--- config.mk ---
export PLATFORM = sky130hd
export DESIGN_NAME = pipe_scheduler
export DESIGN_NICKNAME = d
export VERILOG_FILES = /design/src/rtl/pipe_scheduler.sv
export SDC_FILE = /design/constraint.sdc
export NUM_CORES = 1
export LEC_CHECK = 0
export CAP_MARGIN = 20
export CORE_ASPECT_RATIO = 0.8
export CORE_UTILIZATION = 43
export CTS_BUF_LIST = sky130_fd_sc_hd__clkbuf_2 sky130_fd_sc_hd__clkbuf_4 sky130_fd_sc_hd__clkbuf_8
export DETAILED_ROUTE_END_ITERATION = 10
export PLACE_DENSITY_LB_ADDON = 0.08
export REMOVE_ABC_BUFFERS = 1
export SLEW_MARGIN = 20
export SYNTH_ARGS = -nofsm -noshare
export SYNTH_HDL_FRONTEND = slang
export SYNTH_SLANG_ARGS = --single-unit
--- constraint.sdc ---
create_clock -name Clk -period 3.8 [get_ports Clk]
set_input_delay 0.76 -clock Clk [delete_from_list [all_inputs] [get_ports Clk]]
set_output_delay 0.76 -clock Clk [all_outputs]
set_load 0.03 [all_outputs]
--- src/rtl/pipe_scheduler.sv ---
// Pipe ring scheduler for a side-scroller: four pipes move left on each frame tick and wrap
// with a fresh LFSR-derived gap. It tracks the pipe facing the bird and counts the pipes passed.
module pipe_scheduler #(
  parameter int unsigned N_PIPES  = 4,
  parameter int unsigned PIPE_W   = 40,
  parameter int unsigned GAP_H    = 120,
  parameter int unsigned SPACING  = 160,
  parameter int unsigned SPEED    = 2,
  parameter int unsigned GAP_INIT = 180
) (
  input  logic        Clk,
  input  logic        reset,
  input  logic        Start,
  input  logic        Ack,
  input  logic        Lose,
  input  logic        Frame_Tick,
  input  logic [9:0]  Bird_X_L,
  output logic [9:0]  X_Edge_Left,
  output logic [9:0]  X_Edge_Right,
  output logic [9:0]  Y_Edge_Top,
  output logic [9:0]  Y_Edge_Bottom,
  output logic [39:0] Pipes_X,
  output logic [39:0] Pipes_Gap,
  output logic [1:0]  Pipe_Index,
  output logic [7:0]  Score,
  output logic        Q_Idle,
  output logic        Q_Run,
  output logic        Q_Hold
);

  typedef enum logic [2:0] {
    StIdle = 3'b001,
    StRun  = 3'b010,
    StHold = 3'b100
  } state_e;

  state_e      state_q, state_d;
  logic [9:0]  pipe_x_q [4];
  logic [9:0]  pipe_x_d [4];
  logic [9:0]  gap_q [4];
  logic [9:0]  gap_d [4];
  logic [1:0]  idx_q, idx_d;
  logic [7:0]  score_q, score_d;
  logic [7:0]  lfsr_q, lfsr_d;
  logic        passed;
  logic [9:0]  gap_new;

  function automatic logic [9:0] init_x(input int unsigned i);
    return 10'(32'd320 + SPACING * i);
  endfunction

  assign X_Edge_Left   = pipe_x_q[idx_q];
  assign X_Edge_Right  = pipe_x_q[idx_q] + 10'(PIPE_W);
  assign Y_Edge_Top    = gap_q[idx_q];
  assign Y_Edge_Bottom = gap_q[idx_q] + 10'(GAP_H);
  assign Pipe_Index    = idx_q;
  assign Score         = score_q;
  assign Q_Idle        = state_q[0];
  assign Q_Run         = state_q[1];
  assign Q_Hold        = state_q[2];

  for (genvar g = 0; g < 4; g++) begin : g_pack
    assign Pipes_X[10*g +: 10]   = pipe_x_q[g];
    assign Pipes_Gap[10*g +: 10] = gap_q[g];
  end

  // Gap top spans 60..314 in steps of 2.
  assign gap_new = 10'd60 + {2'b00, lfsr_q[6:0], 1'b0};
  assign passed  = X_Edge_Right < Bird_X_L;

  always_comb begin
    state_d  = state_q;
    pipe_x_d = pipe_x_q;
    gap_d    = gap_q;
    idx_d    = idx_q;
    score_d  = score_q;
    // Taps 8,6,5,4; a maximal-length sequence seeded nonzero never reaches zero.
    lfsr_d   = {lfsr_q[6:0], lfsr_q[7] ^ lfsr_q[5] ^ lfsr_q[4] ^ lfsr_q[3]};

    unique case (state_q)
      StIdle: begin
        if (Start) begin
          state_d = StRun;
          score_d = 8'd0;
        end
      end
      StRun: begin
        if (Lose) begin
          state_d = StHold;
        end else begin
          if (Frame_Tick) begin
            for (int unsigned i = 0; i < 4; i++) begin
              if (pipe_x_q[i] >= 10'(SPEED)) begin
                pipe_x_d[i] = pipe_x_q[i] - 10'(SPEED);
              end else begin
                pipe_x_d[i] = pipe_x_q[i] + 10'(N_PIPES * SPACING - SPEED);
                gap_d[i]    = gap_new;
              end
            end
          end
          if (passed) begin
            idx_d = idx_q + 2'd1;
            if (score_q != 8'hFF) score_d = score_q + 8'd1;
          end
        end
      end
      StHold: begin
        if (Ack) state_d = StIdle;
      end
      default: state_d = StIdle;
    endcase

    // Any cycle that lands in IDLE re-initialises the ring.
    if (state_d == StIdle) begin
      for (int unsigned i = 0; i < 4; i++) begin
        pipe_x_d[i] = init_x(i);
        gap_d[i]    = 10'(GAP_INIT);
      end
      idx_d = 2'd0;
    end
  end

  always_ff @(posedge Clk or posedge reset) begin
    if (reset) begin
      state_q <= StIdle;
      for (int unsigned i = 0; i < 4; i++) begin
        pipe_x_q[i] <= init_x(i);
        gap_q[i]    <= 10'(GAP_INIT);
      end
      idx_q   <= 2'd0;
      score_q <= 8'd0;
      lfsr_q  <= 8'hA5;
    end else begin
      state_q  <= state_d;
      pipe_x_q <= pipe_x_d;
      gap_q    <= gap_d;
      idx_q    <= idx_d;
      score_q  <= score_d;
      lfsr_q   <= lfsr_d;
    end
  end

endmodule

# ---- Word-level counts from Yosys, hierarchy flattened
# Index checks and enable logic that the tools add are counted.
dict set report totals {
  regBits 101
  out_inout_bits 133
  elab_cells 95
}
dict set report classes {
  n_addsub 13
  magnitude_cmp 6
  eq_ne 14
  muxes 35
  n_bitwise 4
  reduce_logical 11
}
# op n
set op_table {}
lappend op_table {{$mux W40} 8}
lappend op_table {{$mux W10} 12}
lappend op_table {{$add A10 B10 Y10 const B} 4}
lappend op_table {{$bmux W10 S2} 2}
lappend op_table {{$ge A10 B2 Y1 const B} 4}
lappend op_table {{$sub A10 B2 Y10 const B} 4}
lappend op_table {{$mux W8} 4}
lappend op_table {{$pmux W8 S2} 1}
lappend op_table {{$reduce_and A4 Y1} 4}
lappend op_table {{$add A10 B6 Y10 const B} 1}
lappend op_table {{$add A10 B7 Y10 const B} 1}
lappend op_table {{$lt A10 B10 Y1} 1}
lappend op_table {{$ne A2 B1 Y1 const B} 5}
lappend op_table {{$add A6 B8 Y9 const A} 1}
lappend op_table {{$mux W3} 3}
lappend op_table {{$pmux W3 S3} 1}
lappend op_table {{$add A8 B1 Y8 const B} 1}
lappend op_table {{$mux W2} 4}
lappend op_table {{$ne A2 B2 Y1 const B} 4}
lappend op_table {{$ne A8 B8 Y1 const B} 1}
lappend op_table {{$reduce_bool A2 Y1} 4}
lappend op_table {{$eq A3 B1 Y1 const B} 2}
lappend op_table {{$reduce_and A3 Y1} 2}
lappend op_table {{$reduce_and A5 Y1} 1}
lappend op_table {{6 further kinds} 8}

# ---- Longest topological paths before layout
dict set report depth {
  word_depth 10
  depth_mapped 12
  depth_no_buf 10
}

# ---- Worst setup path before layout
# No wires, ideal clock.
dict set report synth_path {
  path_type {register to register}
  start {reg idx_q[1], in the netlist Pipe_Index[1]}
  end {reg score_q[3], in the netlist Score[3]}
  setup_time_ps 126
  arrival_ps 3843
  t_required_ps 3674
  setup_slack_ps -169
  path_stages_with_launch 12
  n_path_buf 1
  period_less_slack_ps 3969
  cell_sequence {dfrtp_1 buf_2 mux4_2 ha_1 o21ai_0 xnor2_1 ha_1 a211o_1 a21oi_4 o22ai_2 or2_4 a221o_1}
}
dict set report synth_between {
  elab_chain_cells 8
}
# item line_no
set synth_lines {}
lappend synth_lines {{start: declaration} 42} ;# logic [1:0] idx_q, idx_d;
lappend synth_lines {{start signal: assignment} 137} ;# idx_q <= idx_d;
lappend synth_lines {{$not A2 Y3} -}
lappend synth_lines {{$bmux W10 S2} -}
lappend synth_lines {{$mux W10 (2 in series)} -}
lappend synth_lines {{via X_Edge_Left[3]} 18} ;# output logic [9:0] X_Edge_Left,
lappend synth_lines {{$add A10 B6 Y10} 53} ;# assign X_Edge_Right = pipe_x_q[idx_q] + 10'(PIPE_W);
lappend synth_lines {{via X_Edge_Right[7]} 19} ;# output logic [9:0] X_Edge_Right,
lappend synth_lines {{$lt A10 B10 Y1} 69} ;# assign passed = X_Edge_Right < Bird_X_L;
lappend synth_lines {{$ne A2 B2 Y1 (no source line)} -}
lappend synth_lines {{$reduce_and A5 Y1 (no source line)} -}
lappend synth_lines {{end signal: assignment} 138} ;# score_q <= score_d;
lappend synth_lines {{end: declaration} 43} ;# logic [7:0] score_q, score_d;
# The timed path passes the listed nets, and every way through them passes these cells. The select of a mux whose other input is x is not followed.
# A chain may end at the register's enable or synchronous reset.

# ---- Worst setup path in the final report
dict set report layout_path {
  start {reg idx_q[0], in the netlist Pipe_Index[0]}
  end {out Y_Edge_Bottom[9]}
}
dict set report layout_between {
  elab_chain_cells 5
}
# item line_no
set layout_lines {}
lappend layout_lines {{$not A2 Y3 (not written as such)} 55} ;# assign Y_Edge_Bottom = gap_q[idx_q] + 10'(GAP_H);
lappend layout_lines {{$bmux W10 S2} 55}
lappend layout_lines {{$mux W10 (not written as such) (2 in series)} 55}
lappend layout_lines {{$add A10 B7 Y10} 55}
lappend layout_lines {{end: declaration} 21} ;# output logic [9:0] Y_Edge_Bottom,
# Every way passes these cells. The select of a mux whose other input is x is not followed.

==> qor.csv <==
stage,metric,value,unit
route,drt-wirelength-per-cell,19.0,um
final_layout,final_cells,797,
final_layout,fin_area,6910,um2
global_route,grt.total_usage,0.241,
setup_path,crit_fanout,11,
floorplan,die_width,127,um
cts,cts.sinks,89,
route,first_pass_iters,5,
synth,ys_warn_count,0,
synth,synth_area,5360,um2
cts,cts_tree,done,
timing,finalCritPeriodShare,0.961,
cts,cts_made_buffers,9,
setup_path,arrival,2.89,ns
synth,ys_types,68,
timing,whs,0.423,ns
power_and_ir_drop,finalPower,2.89,mW
setup_path,critPathCaptureType,output pin,
synth,ys_seq_elements,89,
floorplan,start_util,0.441,
setup_path,r2r_start,Pipe_Index[1]$_DFFE_PP0P_,
placed_design,hpwl,11.1,mm
cts,cts.path.max_buffers,2,
route,vias,4475,
floorplan,pin_count,149,
synth,ys_seq_area_frac,0.423,
route,post_drt_via_cell_ratio,5.61,
synth,synthArstFlopShare,1.00,
setup_path,reg2reg_slack,0.26,ns
timing,setup_viol,0,
global_route,grt_max_degree,44,
power_and_ir_drop,combPwrFrac,0.378,
cts,path_clk_slew,0.09,ns
outcome,status,completed,
power_and_ir_drop,power_leakage,2.74,nW
timing,relSlewSlack,0.466,
power_and_ir_drop,p_per_area,418,nW/um2
synth,postSynthAreaPerCell,10.4,um2
cts,clk_latency,0.37,ns
cts,htree_levels,3,
setup_path,critPathMaxStageDelay,0.60,ns
placed_design,port_buffers,131,
floorplan,die_h,102,um
hold_path,whs_path_depth,0,
global_route,grt_pass1_wl,23.8,mm
final_layout,final_nets,676,
final_layout,fill_cells,1040,
hold_path,min_path_type,register to register,
timing,max_freq,274,MHz
timing,tightest_slew,0.800,ns
route,drtIter0Drc,349,
setup_path,reg2reg_to,Score[3]$_DFFE_PP0P_,
setup_path,worst_path_max_delay_cell,mux4_2,
global_route,grt_pass1_vias,4344,
timing,skew,0.0159,ns
final_layout,synthToLayoutAreaGrowth,28.9,%
power_and_ir_drop,intPower,1.73,mW
floorplan,core,12200,um2
final_layout,n_antenna_cell,0,
setup_path,crit_type,register to output pin,
route,routed_wl,15.1,mm
setup_path,start_kind,register,
placed_design,dp_slack,0.283,ns
synth,syn_inst,516,
power_and_ir_drop,max-vdd-ir-drop,0.000214,V
route,route.detailed.drc,0,
timing,min_period,3.65,ns
cts,cts_hold_buf,0,
global_route,antenna_found_initial,0,
power_and_ir_drop,p_clk_frac,0.239,
power_and_ir_drop,p_sw,1.16,mW
timing,rsz0062_at_grt,no,
hold_path,min_to,lfsr_q[3]$_DFF_PP0_,
job,maxCapViolations,0,
timing,setup_slack,0.150,ns
power_and_ir_drop,switching_share,0.402,
setup_path,crit_chain,buf_4 -> mux4_2 -> inv_1 -> ha_1 -> nand2_1 -> and3_1 -> clkdlybuf4s50_1,
setup_path,worstPathRequired,3.04,ns
synth,synth-edff-count,0,
route,antenna_left,0,
placed_design,placed_cell_area,6700,um2
final_layout,multi_input_area,2760,um2
timing,drv_slew,0,
placed_design,place_inst,781,
final_layout,final-seq-area,2270,um2
final_layout,drive_gt1_frac,0.174,
setup_path,reg2reg_depth,11,
timing,hold_violations,0,
global_route,grt_overflow,0,
hold_path,min_from,lfsr_q[2]$_DFF_PP1_,
power_and_ir_drop,power_frac_seq,0.383,
floorplan,die-area,12900,um2
floorplan,floorplan.rows,36,
cts,cts_root_buffer,clkbuf_8,
synth,synth-main-ff-cell,dfrtp_1,
placed_design,routabilityCongestion,0.886,
[kinds of logic (layout without fill, tap and decap cells)]
family / count (synthesis) / count (layout) / synth area share
and+or+nand+nor: 188 / 188 / 0.198
AOI/OAI and AO/OA: 80 / 80 / 0.103
muxes: 25 / 25 / 0.0875
DFF: 89 / 89 / 0.423
adders and majority gates: 20 / 20 / 0.0467
buffers and inverters: 72 / 185 / 0.0744
xor gates and xnor gates: 41 / 41 / 0.0670
other: 1 / 17 / 0.000699
[routing by layer]
layer | GRT usage | wire length [um]
met4 | 0.0705 | 170
met1 | 0.329 | 7030
met2 | 0.386 | 6960
met5 | 0 | 0
met3 | 0.0571 | 960
[Yosys cell counts (all sizes together), types with 3 or more instances]
master	count	area share
a21oi	18	0.019
dfstp	32	0.16
xor2	19	0.031
nand2	41	0.029
ha	20	0.047
and4	3	0.0051
nor3	14	0.013
inv	29	0.020
nor2	56	0.042
nand3	20	0.019
nor4	8	0.020
o21ai	20	0.019
o211ai	10	0.016
or2	6	0.0075
dfrtp	57	0.27
clkbuf	3	0.0026
or4	4	0.0063
mux2i	3	0.0056
mux4	17	0.071
a211o	5	0.0082
a211oi	12	0.017
nand4	5	0.0058
and3	7	0.0089
mux2	5	0.011
nor3b	3	0.0042
buf	40	0.052
nor2b	3	0.0035
nand4b	7	0.011
xnor2	22	0.036
[how the worst max path moves through the flow]
stage | slack, ns | start | endpoint | cells after the start
5_1_grt | 0.03 | Pipe_Index[1]$_DFFE_PP0P_ | Score[3]$_DFFE_PP0P_ | 11
3_3_place_gp | 0.45 | Pipe_Index[1]$_DFFE_PP0P_ | Score[4]$_DFFE_PP0P_ | 11
2_1_floorplan | -0.38 | Pipe_Index[1]$_DFFE_PP0P_ | Score[3]$_DFFE_PP0P_ | 10
6_report | 0.15 | Pipe_Index[0]$_DFFE_PP0P_ | Y_Edge_Bottom[9] | 7
4_1_cts | 0.04 | Pipe_Index[0]$_DFFE_PP0P_ | Y_Edge_Bottom[7] | 7
3_5_place_dp | 0.28 | Pipe_Index[1]$_DFFE_PP0P_ | Score[3]$_DFFE_PP0P_ | 11
[stage by stage]
step | TNS, ns | util
floorplan | -1.81 | -
global route | 0 | 0.568
finish | 0 | 0.568
CTS | 0 | 0.568
global placement | 0 | 0.551
detailed placement | 0 | 0.551
[layout by cell type, fill, tap and decap left out, types with 7 or more instances in the layout]
cell             instances
a211oi_1                12
a21oi_1                 17
buf_4                   10
clkbuf_8                10
clkdlybuf4s50_1        126
conb_1                  17
dfrtp_1                 56
dfstp_2                 32
ha_1                    20
inv_1                   27
mux4_2                  17
nand2_1                 40
nand3_1                 20
nand4b_1                 7
nor2_1                  53
nor3_1                  14
o211ai_1                 8
o21ai_0                 17
xnor2_1                 22
xor2_1                  19
[power groups by stage]
stage / Combinational (mW) / Sequential (mW) / Clock, mW
after detailed placement: 1.10 / 1.12 / 0
after global routing: 1.18 / 1.12 / 0.736
after CTS: 1.10 / 1.10 / 0.705
final: 1.09 / 1.11 / 0.690
after floorplan: 0.591 / 1.20 / 0
after global placement: 1.08 / 1.12 / 0
[registers in the layout, summed over array words and instances (netlist names)]
signal / flops
state_q: 3
Pipes_X: 36
lfsr_q: 8
Pipes_Gap: 32
Score: 8
Pipe_Index: 2
[cell type report]
class / instances / share of cell area
sequential: 89 / 0.328
clock inverter: 4 / 0.00760
clock buffer: 12 / 0.0221
timing repair buffer: 140 / 0.200
inverter: 29 / 0.0159
multi-input combinational: 371 / 0.399
tap: 152 / 0.0275
[what timing repair did]
action / 4_1_cts / 5_1_grt
buffers inserted: 0 / 0
pin swaps: 0 / 0
gates resized for setup: 1 / 4
endpoints found under the setup margin: 1 / 4
[worst max-delay path, delay by kind of cell (launching register included)]
family | cells | cell delay [ns]
adder cells (fa/ha/maj) | 1 | 0.20
AND/OR/NAND/NOR | 2 | 0.28
flip-flops | 1 | 0.46
multiplexers | 1 | 0.60
buffers and inverters | 3 | 0.99
Power figures use the tool's default switching activity.
